===== config.mk =====
export PLATFORM = sky130hd
export DESIGN_NAME = seven_segment_multi_counter
export DESIGN_NICKNAME = d
export VERILOG_FILES = /design/src/rtl/seven_segment_multi_counter.sv
export SDC_FILE = /design/constraint.sdc
export NUM_CORES = 1
export LEC_CHECK = 0
export BUFFER_PORTS_ARGS = -buffer_cell sky130_fd_sc_hd__buf_2
export CAP_MARGIN = 0
export CORE_AREA = 10 10 150 97
export CTS_BUF_LIST = sky130_fd_sc_hd__clkbuf_16
export CTS_CLUSTER_DIAMETER = 150
export DETAILED_ROUTE_END_ITERATION = 8
export DIE_AREA = 0 0 160 107
export SLEW_MARGIN = 20
export SYNTH_ARGS = -nofsm -noshare
export SYNTH_HDL_FRONTEND = slang
export SYNTH_SLANG_ARGS = --single-unit

===== constraint.sdc =====
create_clock -name clk -period 5.95 [get_ports clk]
set_input_delay 1.19 -clock clk [delete_from_list [all_inputs] [get_ports clk]]
set_output_delay 1.19 -clock clk [all_outputs]
set_load 0.05 [all_outputs]

===== src/rtl/seven_segment_multi_counter.sv =====
// seven_segment_multi_counter
// NUM_DIGITS-digit BCD up/down counter with a runtime-selectable tick period
// and a time-multiplexed, active-high 7-segment scan.
// Optional build macro: SEVEN_SEGMENT_BLANK_LEADING_ZERO_EN blanks leading
// zero digits above digit 0 while the digit enables keep scanning.
module seven_segment_multi_counter #(
    parameter int          NUM_DIGITS = 4,
    parameter logic [23:0] MAX_COUNT  = 24'd10_000_000,
    parameter logic [15:0] SCAN_DIV   = 16'd10_000
) (
    input  logic                    clk,
    input  logic                    rst_n,
    input  logic                    ena,
    input  logic                    count_en,
    input  logic                    up_dn,
    input  logic                    clear,
    input  logic [7:0]              compare_in,
    output logic [6:0]              seg_out,
    output logic [NUM_DIGITS-1:0]   digit_sel,
    output logic [4*NUM_DIGITS-1:0] value_out,
    output logic                    tick_out,
    output logic                    carry_out
);

    localparam int IDX_W = (NUM_DIGITS > 1) ? $clog2(NUM_DIGITS) : 1;

    logic [23:0]             prescaler_q, prescaler_d;
    logic [4*NUM_DIGITS-1:0] value_q, value_d;
    logic                    tick_q, tick_d;
    logic                    carry_q, carry_d;
    logic [15:0]             scan_cnt_q, scan_cnt_d;
    logic [IDX_W-1:0]        scan_idx_q, scan_idx_d;
    logic [NUM_DIGITS-1:0]   digit_sel_q, digit_sel_d;
    logic [6:0]              seg_q, seg_d;

    logic [23:0]             compare;
    logic                    at_compare;
    logic [4*NUM_DIGITS-1:0] value_stepped;
    logic                    wrap;
    logic [3:0]              sel_digit;
    logic [6:0]              sel_decoded;
`ifdef SEVEN_SEGMENT_BLANK_LEADING_ZERO_EN
    logic                    lead_zero;
    logic                    blank_sel;
`endif

    function automatic logic [6:0] decode_bcd(input logic [3:0] d);
        case (d)
            4'd0:    decode_bcd = 7'h3F;
            4'd1:    decode_bcd = 7'h06;
            4'd2:    decode_bcd = 7'h5B;
            4'd3:    decode_bcd = 7'h4F;
            4'd4:    decode_bcd = 7'h66;
            4'd5:    decode_bcd = 7'h6D;
            4'd6:    decode_bcd = 7'h7D;
            4'd7:    decode_bcd = 7'h07;
            4'd8:    decode_bcd = 7'h7F;
            4'd9:    decode_bcd = 7'h6F;
            default: decode_bcd = 7'h00;
        endcase
    endfunction

    // Pick the active compare value; >= lets a lowered compare fire at once
    always_comb begin
        compare    = (compare_in == 8'd0) ? MAX_COUNT : {6'b0, compare_in, 10'b0};
        at_compare = (prescaler_q >= compare);
    end

    // Ripple the BCD increment/decrement; wrap stays set only if every digit rolled over
    always_comb begin
        value_stepped = value_q;
        wrap          = 1'b1;
        for (int i = 0; i < NUM_DIGITS; i++) begin
            if (wrap) begin
                if (up_dn) begin
                    if (value_q[4*i +: 4] >= 4'd9) begin
                        value_stepped[4*i +: 4] = 4'd0;
                    end else begin
                        value_stepped[4*i +: 4] = value_q[4*i +: 4] + 4'd1;
                        wrap                    = 1'b0;
                    end
                end else begin
                    if (value_q[4*i +: 4] == 4'd0) begin
                        value_stepped[4*i +: 4] = 4'd9;
                    end else begin
                        value_stepped[4*i +: 4] = value_q[4*i +: 4] - 4'd1;
                        wrap                    = 1'b0;
                    end
                end
            end
        end
    end

    // Prescaler and digits: ena gates everything, clear beats a coincident step
    always_comb begin
        prescaler_d = prescaler_q;
        value_d     = value_q;
        tick_d      = 1'b0;
        carry_d     = 1'b0;
        if (ena) begin
            if (clear) begin
                prescaler_d = 24'd0;
                value_d     = '0;
            end else if (count_en) begin
                if (at_compare) begin
                    prescaler_d = 24'd0;
                    value_d     = value_stepped;
                    tick_d      = 1'b1;
                    carry_d     = wrap;
                end else begin
                    prescaler_d = prescaler_q + 24'd1;
                end
            end
        end
    end

    // Scan timer keeps running while paused; only ena stops it
    always_comb begin
        scan_cnt_d = scan_cnt_q;
        scan_idx_d = scan_idx_q;
        if (ena) begin
            if (scan_cnt_q >= SCAN_DIV - 16'd1) begin
                scan_cnt_d = 16'd0;
                scan_idx_d = (scan_idx_q == IDX_W'(NUM_DIGITS - 1)) ? '0
                                                                     : scan_idx_q + IDX_W'(1);
            end else begin
                scan_cnt_d = scan_cnt_q + 16'd1;
            end
        end
    end

    // Select and decode the digit currently addressed by the scan index
    always_comb begin
        sel_digit = 4'd0;
        for (int i = 0; i < NUM_DIGITS; i++) begin
            if (scan_idx_q == IDX_W'(i)) begin
                sel_digit = value_q[4*i +: 4];
            end
        end
        sel_decoded = decode_bcd(sel_digit);
    end

`ifdef SEVEN_SEGMENT_BLANK_LEADING_ZERO_EN
    // Walk down from the top digit; a digit is blank while it and everything above are zero
    always_comb begin
        lead_zero = 1'b1;
        blank_sel = 1'b0;
        for (int i = NUM_DIGITS - 1; i >= 1; i--) begin
            lead_zero = lead_zero && (value_q[4*i +: 4] == 4'd0);
            if (scan_idx_q == IDX_W'(i)) begin
                blank_sel = lead_zero;
            end
        end
    end
`endif

    // Register the one-hot enable and segment pattern together so they stay aligned
    always_comb begin
        digit_sel_d = digit_sel_q;
        seg_d       = seg_q;
        if (ena) begin
            for (int i = 0; i < NUM_DIGITS; i++) begin
                digit_sel_d[i] = (scan_idx_q == IDX_W'(i));
            end
`ifdef SEVEN_SEGMENT_BLANK_LEADING_ZERO_EN
            seg_d = blank_sel ? 7'h00 : sel_decoded;
`else
            seg_d = sel_decoded;
`endif
        end
    end

    // State registers with asynchronous clear to all-zero
    always_ff @(posedge clk or negedge rst_n) begin
        if (!rst_n) begin
            prescaler_q <= 24'd0;
            value_q     <= '0;
            tick_q      <= 1'b0;
            carry_q     <= 1'b0;
            scan_cnt_q  <= 16'd0;
            scan_idx_q  <= '0;
            digit_sel_q <= '0;
            seg_q       <= 7'h00;
        end else begin
            prescaler_q <= prescaler_d;
            value_q     <= value_d;
            tick_q      <= tick_d;
            carry_q     <= carry_d;
            scan_cnt_q  <= scan_cnt_d;
            scan_idx_q  <= scan_idx_d;
            digit_sel_q <= digit_sel_d;
            seg_q       <= seg_d;
        end
    end

    assign seg_out   = seg_q;
    assign digit_sel = digit_sel_q;
    assign value_out = value_q;
    assign tick_out  = tick_q;
    assign carry_out = carry_q;

endmodule


* Word level (Yosys, flattened, before mapping)
Memories as Yosys holds them, arrays and structs flattened. A register that Yosys moved wholly into a read port is not among the register bits. Index checks and enable logic that the tools add are counted.
Word-level totals: latch bits 0, register bits 64, memory bits (read-only) 112, memories 1, RAM bits 0, bits of input ports 14, logic and storage cells 100
Memory list:
- (name not given) | words 16, bits a word 7, read ports 1, clocked after memory_dff 1, write ports 0, RTL line 48 | case (d)
Cells by class: shift-type cells 0, eq/ne operators 3, multiply operators 0, $lt $le $gt $ge 6, mux-type cells 51, reduce and logical (&&, ||, !) cells 18, div/mod/pow operators 0, add/sub/neg operators 11, bitwise operators 0
Operators with widths (number):
- 24-bit 2-to-1 mux | 4
- 4-bit 2-to-1 mux | 19
- 16-bit 2-to-1 mux | 4
- 24-bit by 1-bit adder with 24-bit output, second input constant | 1
- 24-bit greater-or-equal comparator | 1
- 1-bit 2-to-1 mux | 23
- 16-bit by 1-bit adder with 16-bit output, second input constant | 1
- 4-bit by 1-bit adder with 4-bit output, second input constant | 4
- 16-bit by 14-bit greater-or-equal comparator with 1-bit output, second input constant | 1
- 4-bit greater-or-equal comparator, second input constant | 4
- 4-bit logical NOT | 4
- 4-bit by 1-bit subtractor with 4-bit output, second input constant | 4
- 4-bit AND reduction | 3
- 2-bit nonzero test | 5
- 8-bit logical NOT | 1
- 2-bit equality test, second input constant | 2
- 2-bit AND reduction | 2
- 3-bit AND reduction | 1
- 2-bit by 1-bit adder with 2-bit output, second input constant | 1
- 2-bit by 1-bit equality test with 1-bit output, second input constant | 1
- 2-bit logical NOT | 1
- 2-bit 2-to-1 mux | 1
- 1-bit logical NOT | 1

* Depth between registers and ports, before layout
depth after elaboration 10, depth in mapped cells 13, gate-level depth less buffers 12

* Worst setup path before layout
No wires, ideal clock.
path kind in2reg, from input port compare_in[4], to register value_q[4] (netlist: value_out[4]), required time 5.827 ns, arrival time 3.569 ns, cell stages on the path 11, path slack 2.259 ns, cells stage by stage or4_1 > nor2_1 > inv_1 > ha_1 > nand4bb_1 > nor4_1 > a21oi_1 > a31oi_1 > buf_4 > nand2_1 > o2bb2ai_1
On the way: longest elaborated chain between the ends 5
Ends and longest elaborated chain:
- from (decl) | RTL line 17 | input logic [7:0] compare_in,
- 8-bit logical NOT | RTL line 65 | compare = (compare_in == 8'd0) ? MAX_COUNT : {6'b0, compare_in, 10'b0};
- 24-bit 2-to-1 mux (*) | RTL line 65
- 24-bit greater-or-equal comparator (*) | RTL line 66 | at_compare = (prescaler_q >= compare);
- 2-bit nonzero test (no line) (*)
- 4-bit AND reduction (no line) (*)
- to (signal assigned) | RTL line 186 | value_q <= value_d;
- to (decl) | RTL line 28 | logic [4*NUM_DIGITS-1:0] value_q, value_d;
Mark *: on every way between the ends. The rest lies on a longest branch, timed or not. A chain may end at the register's enable or synchronous reset.

* Final worst setup path
from input port compare_in[0], to register value_q[14] (netlist: value_out[14])
Same word-level chain as after synthesis.

==> summary.md <==
| Metric | Value |
|---|---|
| Fin. Hold Viols | `0` |
| Reg-to-Reg Start | `prescaler_q[23]` |
| Number of port buffers | `42` |
| Die area | `roughly 0.017 mm²` |
| Cts repair resizes | `0` |
| Count leader, synth | `dfrtp_1` |
| Hold_buf cts | `0` |
| DR WL/cell | `between 15 and 20 µm` |
| Die W | `160 µm` |
| RSZ-0062 raised after global routing | `no` |
| Htree depth | `3` |
| Synth Area per Inst | `slightly below 9 µm²` |
| Final TNS setup | `0 ns` |
| Area contributors post-synth | `dfrtp_1 38%, ha_1 10%, nor2_1 5.5%, xor2_1 3.8%, nand2_1 3.6%` |
| Largest net degree at the start of global routing | `between 70 and 80` |
| Max_cap viols | `0` |
| Clock share of power | `between 40% and 50%` |
| Worst r2r path cells | `7` |
| CTS root buf | `clkbuf_16` |
| Seq pwr share | `41.7%` |
| Worst-case vdd ir drop | `about 0.16 mV` |
| Max Clk Rate | `between 0.2 and 0.25 GHz` |
| DR iter-0 viols | `approximately 240` |
| Inst Count DP | `between 700 and 800` |
| GRT overflow | `0` |
| # rows | `31` |
| Ports | `between 40 and 50` |
| GP Congestion | `0.7790` |
| First-pass DRT Iterations | `5` |
| N_diodes | `0` |
| Seq/Total Area, Yosys | `a little under two fifths` |
| Worst Path Arrival | `roughly 4.8 ns` |
| Tmin final | `4.623 ns` |
| Layout cells sized above 1 | `between 10% and 20%` |
| Hold Path Class | `flip-flop to flip-flop` |
| Core Area | `around 0.012 mm²` |
| Final setup vio count | `0` |
| Post-synthesis instance area | `~0.0046 mm²` |
| DRC errors left | `0` |
| Top cells by count, synth | `71 x dfrtp_1, 68 x nor2_1, 45 x nand2_1, 38 x ha_1, 37 x inv_1` |
| Reg2reg end | `value_out[14]` |
| Worst-path fanout max | `21` |
| Initial Util | `approximately two fifths` |
| Yosys reg bits | `71` |
| Outcome | `complete, no violations` |
| Slew margin rel. | `approximately a third` |
| CTS tree | `yes` |
| CP Capture Type | `flip-flop` |
| Die Y | `between 100 and 150 µm` |
| Main synth FF type | `dfrtp_1` |
| Filler cells | `approximately 1,200` |
| Detailed placer's ending HPWL | `~8400 µm` |
| Vias per std cell | `approximately 5.4` |
| Clk sinks | `71` |
| Clock skew | `between 0.005 and 0.006 ns` |
| Hold EP | `seg_out[1]` |
| Nets@finish | `606` |
| Switch Pwr | `around 360 µW` |
| Post-synth top area share | `a little under two fifths` |
| Routed Antenna Nets | `0` |
| Pins Over Slew Limit | `0` |
| Finished Layout Cells | `724` |
| Clk_lat worst skew | `between 0.3 and 0.4 ns` |
| Comb pwr share | `between 10 and 15%` |
| Clock Path Buffers | `2` |
| Period utilization | `between 70% and 80%` |
| Initial antenna violation count | `0` |
| Area leader, netlist | `dfrtp_1` |
| Post-synth ARST share | `100.0%` |
| Pre-CTS setup slack | `0.9353 ns` |
| P&R area growth vs syn | `14.37%` |
| First-pass GRT wire length | `19,940 µm` |
| Number of synthesized flops with an enable pin | `0` |
| Worst-Margin Slew | `approximately 1.0 ns` |
| Total global-route track usage | `13.88%` |
| Leakage power | `around 0.0024 µW` |
| Number of global-route vias before repair | `approximately 3,900` |
| Cells after Synth | `a little over 500` |
| CTS buffer count | `9` |
| Worst Path Class, Setup | `primary input to flip-flop` |
| Setup Buffers After CTS | `0` |
| Via count | `between 3,000 and 4,000` |
| PD cells | `around 250 mW/mm²` |
| Sw Ratio | `27.88%` |
| Register area | `around 0.0018 mm²` |
| Post-Route WL | `between 10,000 and 15,000 µm` |
| Multi-input logic area | `between 0.002 and 0.003 mm²` |
| Slack of the critical path | `between 1 and 1.5 ns` |
| Hold Startpoint | `seg_out[1]` |
| Worst Hold Path Cells | `1` |
| R2r setup slk | `2.98 ns` |
| CP Launch Type | `primary input` |
| Synth unique cells | `65` |
| Internal | `around 940 µW` |
| Syn. warnings | `0` |
| Synth Net Count | `570` |
| Clock transition at path regs | `0.06 ns` |
| Worst Path Required | `6.17 ns` |
## cell families after synthesis
| kind of cell | count (synthesis) | share of synthesized area (%) |
|---|---|---|
| fa+ha+maj | 38 | 10.26 |
| flops | 71 | 38.35 |
| compound gates | 119 | 17.77 |
| mux | 11 | 3.348 |
| simple gates | 195 | 20.36 |
| buf+inv | 58 | 4.996 |
| xor+xnor | 26 | 4.915 |
## cells in the final DEF, fill, tap and decap left out, drive strengths merged, types with 4 or more instances in the layout
cell	n
dfrtp	71
nor2	68
nand2	46
buf	44
ha	38
inv	38
o21ai	30
nand3	23
a21oi	21
xor2	20
nand4	14
o2bb2ai	13
nor3	10
clkbuf	9
and3	7
a21o	6
or3	6
mux2	6
xnor2	6
a31oi	6
clkinv	6
o22ai	5
a211oi	4
a2bb2oi	4
nor3b	4
o221ai	4
## per-stage QoR
step / hold slack [ns] / power (µW) / util (%) / area (µm²)
floorplan: 0.4635 / 683.4 / - / 4633
global placement: 0.4663 / 736.6 / 42.29 / 4986
detailed placement: 0.4774 / 741.6 / 42.29 / 4986
CTS: 0.4922 / 1317 / 44.94 / 5299
global route: 0.5066 / 1367 / 44.94 / 5299
finish: 0.4858 / 1304 / 44.94 / 5299
## area by class of cell
class / count / area share [%]
Clock buffer: 9 / 4.250
Timing Repair Buffer: 44 / 4.250
Inverter: 39 / 2.763
Sequential cell: 71 / 33.53
Tap cell: 165 / 3.896
Multi-Input combinational cell: 389 / 49.66
Clock inverter: 7 / 1.653
## power groups by stage
stage | Sequential (µW) | Clock (µW) | Combinational, µW
global route | 550 | 607 | 211
global placement | 551 | 0 | 186
detailed placement | 551 | 0 | 190
CTS | 543 | 583 | 191
finish | 544 | 572 | 189
floorplan | 585 | 0 | 98.6
## state kept, by name (all words and copies together) (netlist names)
| name | count |
|---|---|
| seg_out | 7 |
| tick_out | 1 |
| prescaler_q | 24 |
| scan_idx_q | 2 |
| digit_sel | 4 |
| value_out | 16 |
| carry_out | 1 |
| scan_cnt_q | 16 |
## routing by layer
metal | GRT usage [%] | vias up | wire (µm)
met2 | 19.37 | 109 | 4567
met5 | 0 | - | 0
li1 | - | 1925 | -
met4 | 4.178 | 0 | 142
met3 | 4.278 | 15 | 721
met1 | 19.90 | 1887 | 5996
## how the worst max path moves through the flow
stage,startpoint,end,slack (ns),cells after the start
floorplan,compare_in[4],value_out[4],2.26,11
global route,compare_in[0],value_out[12],0.96,11
finish,compare_in[0],value_out[14],1.33,11
CTS,compare_in[0],value_out[14],1.29,11
global placement,compare_in[0],value_out[12],1.14,11
detailed placement,compare_in[0],value_out[14],0.94,11
## critical path: stages
cell and delay [ns]:
buf_2 0.10, or4_1 0.54, nor2_1 0.34, inv_1 0.18
ha_1 0.35, nand4bb_1 0.19, nor4_1 0.42, a21oi_1 0.14
a31oi_2 0.84, o21ai_1 0.33, o2bb2ai_1 0.22
Note: power is estimated with default switching activity, not from simulation.
